### src/rtl/sevenseg_pkg.sv
// Shared constants for the multiplexed 7-segment scan driver:
// hex font (active-high {g..a}), segment bit positions, default digit count.
package sevenseg_pkg;

  localparam int DEF_NUM_DIGITS = 4;

  localparam int SEG_A = 0;
  localparam int SEG_B = 1;
  localparam int SEG_C = 2;
  localparam int SEG_D = 3;
  localparam int SEG_E = 4;
  localparam int SEG_F = 5;
  localparam int SEG_G = 6;

  localparam logic [15:0][6:0] SEG_FONT = {
    7'b1110001,  // F
    7'b1111001,  // E
    7'b1011110,  // d
    7'b0111001,  // C
    7'b1111100,  // b
    7'b1110111,  // A
    7'b1101111,  // 9
    7'b1111111,  // 8
    7'b0000111,  // 7
    7'b1111101,  // 6
    7'b1101101,  // 5
    7'b1100110,  // 4
    7'b1001111,  // 3
    7'b1011011,  // 2
    7'b0000110,  // 1
    7'b0111111   // 0
  };

endpackage

### src/rtl/sevenseg_scan_driver_hex_to_sevenseg.sv
// Combinational hex nibble to active-high segment pattern {g..a}.
// Output polarity is applied by the parent.
module hex_to_sevenseg
  import sevenseg_pkg::*;
(
  input  logic [3:0] nibble_i,
  output logic [6:0] seg_o
);

  assign seg_o = SEG_FONT[nibble_i];

endmodule

### src/rtl/sevenseg_scan_driver.sv
// Time-multiplexed 7-segment scan driver with per-frame snapshot.
// Optional: SEVSEG_LEADING_ZERO_BLANK_EN blanks leading zero digits.
module sevenseg_scan_driver
  import sevenseg_pkg::*;
#(
  parameter int NUM_DIGITS     = DEF_NUM_DIGITS,
  parameter bit SEG_ACTIVE_LOW = 1'b1,
  parameter bit AN_ACTIVE_LOW  = 1'b1,
  localparam int IW            = $clog2(NUM_DIGITS)
) (
  input  logic                    Clock,
  input  logic                    Reset,
  input  logic                    ScanClock,
  input  logic                    Enable,
  input  logic [4*NUM_DIGITS-1:0] Value,
  input  logic [NUM_DIGITS-1:0]   DpIn,
  output logic [NUM_DIGITS-1:0]   Anodes,
  output logic [6:0]              Segments,
  output logic                    DecimalPoint,
  output logic [IW-1:0]           DigitIndex
);

  logic sync1_q, sync2_q, sync3_q;
  logic tick, adv;

  logic                    armed_q, armed_d;
  logic [IW-1:0]           idx_q, idx_d;
  logic [4*NUM_DIGITS-1:0] val_q, val_d;
  logic [NUM_DIGITS-1:0]   dp_q, dp_d;
  logic [NUM_DIGITS-1:0]   an_q, an_d;
  logic [6:0]              seg_q, seg_d;
  logic                    dpo_q, dpo_d;

  logic [3:0]              nib;
  logic [6:0]              seg_raw;
  logic [6:0]              seg_on;
  logic                    blank;
  logic                    dp_lit;
  logic [NUM_DIGITS-1:0]   an_on;

  assign tick = sync2_q & ~sync3_q;
  assign adv  = tick & Enable;

  // armed_q clear means no snapshot yet: the first tick loads and shows digit 0
  always_comb begin
    armed_d = armed_q;
    idx_d   = idx_q;
    val_d   = val_q;
    dp_d    = dp_q;
    if (adv) begin
      armed_d = 1'b1;
      if (!armed_q) begin
        idx_d = '0;
        val_d = Value;
        dp_d  = DpIn;
      end else begin
        if (idx_q == IW'(NUM_DIGITS - 1)) begin
          idx_d = '0;
          val_d = Value;
          dp_d  = DpIn;
        end else begin
          idx_d = idx_q + 1'b1;
        end
      end
    end
  end

  assign nib    = 4'(val_d >> {idx_d, 2'b00});
  assign dp_lit = dp_d[idx_d];
  assign an_on  = NUM_DIGITS'(1) << idx_d;

`ifdef SEVSEG_LEADING_ZERO_BLANK_EN
  assign blank = (idx_d != '0) && ((val_d >> {idx_d, 2'b00}) == '0);
`else
  assign blank = 1'b0;
`endif

  hex_to_sevenseg u_font (
    .nibble_i (nib),
    .seg_o    (seg_raw)
  );

  assign seg_on = blank ? 7'b0 : seg_raw;

  always_comb begin
    an_d  = an_q;
    seg_d = seg_q;
    dpo_d = dpo_q;
    if (!Enable) begin
      an_d  = {NUM_DIGITS{AN_ACTIVE_LOW}};
      seg_d = {7{SEG_ACTIVE_LOW}};
      dpo_d = SEG_ACTIVE_LOW;
    end else if (adv) begin
      an_d  = an_on ^ {NUM_DIGITS{AN_ACTIVE_LOW}};
      seg_d = seg_on ^ {7{SEG_ACTIVE_LOW}};
      dpo_d = dp_lit ^ SEG_ACTIVE_LOW;
    end
  end

  always_ff @(posedge Clock) begin
    if (!Reset) begin
      sync1_q <= 1'b0;
      sync2_q <= 1'b0;
      sync3_q <= 1'b0;
      armed_q <= 1'b0;
      idx_q   <= '0;
      val_q   <= '0;
      dp_q    <= '0;
      an_q    <= {NUM_DIGITS{AN_ACTIVE_LOW}};
      seg_q   <= {7{SEG_ACTIVE_LOW}};
      dpo_q   <= SEG_ACTIVE_LOW;
    end else begin
      sync1_q <= ScanClock;
      sync2_q <= sync1_q;
      sync3_q <= sync2_q;
      armed_q <= armed_d;
      idx_q   <= idx_d;
      val_q   <= val_d;
      dp_q    <= dp_d;
      an_q    <= an_d;
      seg_q   <= seg_d;
      dpo_q   <= dpo_d;
    end
  end

  assign Anodes       = an_q;
  assign Segments     = seg_q;
  assign DecimalPoint = dpo_q;
  assign DigitIndex   = idx_q;

endmodule

### config.mk
export PLATFORM = sky130hd
export DESIGN_NAME = sevenseg_scan_driver
export DESIGN_NICKNAME = d
export VERILOG_FILES = /design/src/rtl/sevenseg_pkg.sv /design/src/rtl/sevenseg_scan_driver_hex_to_sevenseg.sv /design/src/rtl/sevenseg_scan_driver.sv
export SDC_FILE = /design/constraint.sdc
export NUM_CORES = 1
export LEC_CHECK = 0
export BUFFER_PORTS_ARGS = -buffer_cell sky130_fd_sc_hd__buf_4
export CORE_MARGIN = 3
export CORE_UTILIZATION = 59
export DETAILED_ROUTE_END_ITERATION = 7
export PLACE_DENSITY = 0.92
export SYNTH_ARGS = -nofsm -noshare
export SYNTH_HDL_FRONTEND = slang
export SYNTH_SLANG_ARGS = --single-unit
### constraint.sdc
create_clock -name Clock -period 4.9 [get_ports Clock]
set_clock_uncertainty 0.1 [all_clocks]
set_input_delay 0.735 -clock Clock [delete_from_list [all_inputs] [get_ports Clock]]
set_output_delay 0.735 -clock Clock [all_outputs]
set_load 0.02 [all_outputs]
Yosys cells after proc, flatten, opt, wreduce, memory -nomap -nowiden
Memories as Yosys holds them, arrays and structs flattened.
Index checks and enable logic that the tools add are counted.

word-level totals
  flip-flop bits (word level) = 38
  bits in latches = 0
  bits in writable memories = 0
  bits in read-only memories = 112
  bits of input ports = 24
  output and inout bits = 14
  logic and storage cells = 36
  memories = 1

memories
  name             words  width  read ports  clocked after memory_dff  write ports  RTL line                                    source
  (no name shown)  16     7      1           0                         0            sevenseg_scan_driver_hex_to_sevenseg.sv:10  assign seg_o = SEG_FONT[nibble_i];

operators by class
  $add $sub $neg = 1
  multiply operators = 0
  divide/modulo/power cells = 0
  magnitude comparators = 2
  equal/unequal tests = 1
  shift-type cells = 2
  multiplexer cells = 12
  bitwise logic cells = 6
  reductions and logical operators = 1

operator list
  operator               count
  $mux W16               3
  $shr A16 B4 Y4         1
  $mux W4                3
  $mux W7                1
  $not A7 Y7             1
  $mux W2                3
  $lt A4 B5 Y1 const B   1
  $not A4 Y4             1
  $shl A1 B2 Y4 const A  1
  $lt A2 B3 Y1 const B   1
  $add A2 B1 Y2 const B  1
  $and A1 B1 Y1          2
  $bmux W1 S2            1
  $eq A2 B2 Y1 const B   1
  $not A1 Y1             2
  $reduce_and A2 Y1      1
  $mux W1                1

Longest topological paths before layout
  word-level depth = 8
  gate-level depth with buffers = 12
  depth with buffers taken out = 11

Modules after synthesis
Synthesis repeated with hierarchy kept, for this count alone.

second synthesis, totals
  cells, all modules = 178
  area, all modules = 1895.6 um^2

modules (own cells, without submodules)
  module                instances  cells an instance  area an instance (um^2)  seq. area each (um^2)
  sevenseg_scan_driver  1          145                1605.3                   760.7
  hex_to_sevenseg       1          33                 290.3                    0.0

Worst setup path before layout
Ideal clock, no wire load.

  path kind = input port to flip-flop
  start point = in Enable
  end point = reg seg_q[3] (netlist: Segments[3])
  setup time = 0.122 ns
  arrival = 3.050 ns
  data required time = 4.678 ns
  setup slack = 1.629 ns
  stages = 12
  path buffers = 2
  cell sequence = and3b_1 -> buf_6 -> mux2_2 -> buf_2 -> a221oi_1 -> o22ai_1 -> or2_2 -> ha_1 -> inv_1 -> mux2i_1 -> mux2i_1 -> a221o_1

between the ends
  word-level cells in the longest chain between the ends = 6
  elaborated cells between the ends (all ways) = 8
  classes of those cells = shift: 1; mux: 3; bitwise: 2; reduce/logical: 1; memory: 1

RTL lines
  what                                 RTL line                                    source
  start: declaration                   sevenseg_scan_driver.sv:14                  input logic Enable,
  $and A1 B1 Y1                        sevenseg_scan_driver.sv:42                  assign adv = tick & Enable;
  $mux W16 or $mux W2 (tied branches)  sevenseg_scan_driver.sv:50                  if (adv) begin
  $shr A16 B4 Y4                       sevenseg_scan_driver.sv:68                  assign nib = 4'(val_d >> {idx_d, 2'b00});
  $mem_v2 Z16 W7                       n/a
  $mux W7 (not written as such)        sevenseg_scan_driver_hex_to_sevenseg.sv:10
  $not A7 Y7 (no line)                 n/a
  end signal: assignment               sevenseg_scan_driver.sv:110                 seg_q <= {7{SEG_ACTIVE_LOW}};
  end signal: assignment               sevenseg_scan_driver.sv:121                 seg_q <= seg_d;
  end: declaration                     sevenseg_scan_driver.sv:31                  logic [6:0] seg_q, seg_d;

Several ways; a longest one is shown, not always the timed one. The select of a mux whose other input is x is not followed.
A chain may end at the register's enable or synchronous reset.

Worst setup path after layout
  start point = reg idx_q[0] (netlist: DigitIndex[0])
  end point = reg seg_q[3] (netlist: Segments[3])

between the ends
  word-level cells in the longest chain between the ends = 8
  elaborated cells between the ends (all ways) = 12
  classes of those cells = add/sub: 1; eq/ne: 1; shift: 1; mux: 7; bitwise: 1; memory: 1

RTL lines
  what                                           RTL line                                                source
  start: declaration                             sevenseg_scan_driver.sv:27                              logic [IW-1:0] idx_q, idx_d;
  start signal: assignment                       sevenseg_scan_driver.sv:117                             idx_q <= idx_d;
  $add A2 B1 Y2 or $eq A2 B2 Y1 (tied branches)  sevenseg_scan_driver.sv:62, sevenseg_scan_driver.sv:57
  $mux W2 or $mux W16 (tied branches)            sevenseg_scan_driver.sv:57                              if (idx_q == IW'(NUM_DIGITS - 1)) begin
  $mux W2 or $mux W16 (tied branches)            sevenseg_scan_driver.sv:52                              if (!armed_q) begin
  $mux W2 or $mux W16 (tied branches)            sevenseg_scan_driver.sv:50
  $shr A16 B4 Y4 (*)                             sevenseg_scan_driver.sv:68
  $mem_v2 Z16 W7 (*)                             n/a
  $mux W7 (not written as such) (*)              sevenseg_scan_driver_hex_to_sevenseg.sv:10
  $not A7 Y7 (no line) (*)                       n/a

Every way passes the cells marked *; elsewhere a longest branch is shown, timed or not. The select of a mux whose other input is x is not followed.

==> results.sh <==
export IMPL_status="completed"
export IMPL_drt_wl_total_um=4408
export IMPL_cp_data_required_time_ns=5.06
export IMPL_p_switching_uw=143.4
export IMPL_grt_util_met3=0.06066
export IMPL_path_delay_family="flip-flops"
export IMPL_grt_total_usage=0.2326
export IMPL_finalCritPeriodShare=0.7268
export IMPL_pre_cts_ws_ns=1.193
export IMPL_slew_headroom=0.5814
export IMPL_placed_area_mm2=0.002326
export IMPL_first_iter_violations=125
export IMPL_synthMuxAreaShare=0.1634
export IMPL_power_leakage_uw=0.0009656
export IMPL_cp_slowest_stage_delay_ns=0.74
export IMPL_num_vias=1756
export IMPL_path_buf_inv=1
export IMPL_port_buffer_count=37
export IMPL_p_comb_frac=0.098
export IMPL_synth_xor_area_frac=0
export IMPL_ys_top_cells_by_area="dfxtp_1 37%, mux2i_1 9.2%, nand2_1 9.1%, a21boi_0 5.8%, mux4_2 4.4%"
export IMPL_rsz0062_at_grt="false"
export IMPL_yosys_most_used_dff="dfxtp_1"
export IMPL_peakVddDrop_v=0.0002864
export IMPL_drive_gt1_frac=0.2143
export IMPL_start_util=0.6480
export IMPL_synth_top_area_frac=0.3694
export IMPL_synth_compound_area_frac=0.1501
export IMPL_path_cells="ha_1 > and2_1 > mux2_2 > a221oi_1 > o22ai_1 > or2_2 > ha_1 > inv_1 > mux2i_1 > mux2i_1 > a221o_1"
export IMPL_worst_pin_slew_ns=0.6271
export IMPL_grt_pass1_vias=1651
export IMPL_synth_top_family_by_area="simple AND/OR/NAND/NOR gates"
export IMPL_use_met2=0.3755
export IMPL_htreeDepth=2
export IMPL_vias_per_cell=5.665
export IMPL_ios=38
export IMPL_synth_area_per_cell_um2=8.764
export IMPL_yosys_warnings=0
export IMPL_gr_total_overflow=0
export IMPL_hold_path_class="register to register"
export IMPL_area_growth_pct=18.35
export IMPL_path_class="register to register"
export IMPL_cts_hold_buf=0
export IMPL_yosysMostFrequentCell="nand2_1"
export IMPL_cts_resized=0
export IMPL_p_int_uw=519.0
export IMPL_synth_common_cells="50 x nand2_1, 38 x dfxtp_1, 19 x mux2i_1"
export IMPL_num_antenna_cells=0
export IMPL_p_per_area_mw_per_mm2=271.8
export IMPL_synth_edf_count=0
export IMPL_slew_violations=0
export IMPL_fin_setup_tns_ns=0
export IMPL_grt_max_degree=29
export IMPL_arrival_ns=3.72
export IMPL_clk_latency_ns=0.35
export IMPL_yosys_area_top_type="dfxtp_1"
export IMPL_die_area_mm2=0.004235
export IMPL_synth_cells=235
export IMPL_async_flop_share=0
export IMPL_cts_made_buffers=5
export IMPL_drtPass1Iterations=5
export IMPL_grt_pass1_wl_um=7562
export IMPL_timing_final_hold_violations=0
export IMPL_gp_congestion=0.8672
export IMPL_synth_adder_area_share=0.04253
export IMPL_p_clk_frac=0.421
export IMPL_startpoint_type="register"
export IMPL_final_nets=296
export IMPL_finalCriticalPeriod_ns=3.561
export IMPL_cts_tree="built"
export IMPL_clkTransAtPathRegs_ns=0.12
export IMPL_top_usage_layer="met2"
export IMPL_crit_slowest_cell="dfxtp_1"
export IMPL_ys_ff_latch=38
export IMPL_die_w_um=65.08
export IMPL_drc_errors=0
export IMPL_seq_area_frac_synth=0.3694
export IMPL_p_seq_frac=0.481
export IMPL_syn_num_nets=266
export IMPL_synth_simple_area_share=0.2296
export IMPL_end_kind="register"
export IMPL_grtUsageMet1=0.2984
export IMPL_ys_types=37
export IMPL_post_cts_setup_buffer_count=0
export IMPL_routedWlPerCell_um=14.22
export IMPL_crit_path_max_fanout=14
export IMPL_stdcell_area_mm2=0.002437
export IMPL_cts_buffer_depth=2
export IMPL_dpl_hpwl_um=3230
export IMPL_drv_cap=0
export IMPL_core_mm2=0.003178
export IMPL_cts_sinks=38
export IMPL_report_final_setup_viol=0
export IMPL_cts_root_buf="clkbuf_4"
export IMPL_synth_area_mm2=0.002059
export IMPL_antenna_found_initial=0
export IMPL_swShare=0.2165
export IMPL_row_count=20
export IMPL_die_h_um=65.08
export IMPL_finalWorstSetupSlack_ns=1.339
export IMPL_ant_nets=0
export IMPL_clock_fmax_ghz=0.2808
[worst register-to-register path: cells and delay by family, from the launching register on]
family                     cells  cell delay (ns)
and+or+nand+nor                2             0.55
adders and majority gates      2             0.71
DFF                            1             0.74
AOI/OAI and AO/OA              3             0.72
muxes                          3             0.61
buffers and inverters          1             0.04
[power groups by stage]
stage               logic (uW)  clock network [uW]  registers, uW
global placement          63.1                   0            325
CTS                       64.5                 282            319
global route              71.7                 296            319
floorplan                 37.4                   0            326
detailed placement        64.2                   0            326
finish                    64.8                 279            319
[cell families after synthesis]
group / count (synthesis)
multiplexers: 27
AND/OR/NAND/NOR: 98
adder cells (fa/ha/maj): 7
buffers and inverters: 20
flip-flops: 38
AO/OA/AOI/OAI: 45
[cells in the final DEF (no fill, tap or decap), drive strengths merged, types with 2 or more instances in the layout]
| cell | instances |
|---|---|
| a21boi | 16 |
| a21oi | 8 |
| a221o | 4 |
| a221oi | 3 |
| and2 | 9 |
| and3 | 2 |
| buf | 38 |
| bufinv | 2 |
| clkbuf | 6 |
| dfxtp | 38 |
| ha | 7 |
| inv | 5 |
| mux2 | 3 |
| mux2i | 20 |
| mux4 | 4 |
| nand2 | 50 |
| nand2b | 3 |
| nand3 | 8 |
| nand4 | 2 |
| nor2 | 6 |
| nor2b | 7 |
| nor3 | 3 |
| nor3b | 3 |
| o211ai | 2 |
| o21ai | 9 |
[state kept, by name, indices dropped and copies added (netlist names)]
| register | count |
|---|---|
| DigitIndex | 2 |
| sync2_q | 1 |
| armed_q | 1 |
| Anodes | 4 |
| dp_q | 4 |
| val_q | 16 |
| sync3_q | 1 |
| DecimalPoint | 1 |
| sync1_q | 1 |
| Segments | 7 |
[through the flow]
step / instances / utilization / power, uW / hold WS (ns)
global route: 310 / 0.7669 / 686.8 / 0.3720
global placement: 302 / 0.7319 / 388.2 / 0.3145
CTS: 310 / 0.7669 / 665.2 / 0.3652
finish: 310 / 0.7669 / 662.4 / 0.3570
detailed placement: 302 / 0.7319 / 389.8 / 0.3372
floorplan: 235 / - / 363.6 / 0.3119
[metal layers]
layer,part of all wire,routed length [um],up-vias
met1,0.42,1834,797
li1,-,-,877
met3,0.081,356,12
met2,0.48,2119,70
met4,0.022,98,0
met5,0,0,-
[final timing paths]
path | start | end | slack [ns] | depth (start not counted)
setup reg to reg | DigitIndex[0] | Segments[3] | 1.34 | 11
setup / recovery | DigitIndex[0] | Segments[3] | 1.34 | 11
hold / removal | sync1_q | sync2_q | 0.36 | 1
hold reg to reg | sync1_q | sync2_q | 0.36 | 1
[area by class of cell]
type | instances | area, um^2
timing repair buffer | 38 | 285.3
clock buffer | 6 | 51.30
clock inverter | 2 | 60.06
multi-input combinational | 177 | 1206
tap | 44 | 55.05
inverter | 5 | 18.77
fill | 238 | 740.7
sequential | 38 | 760.7
Note: power is estimated with default switching activity, not from simulation.
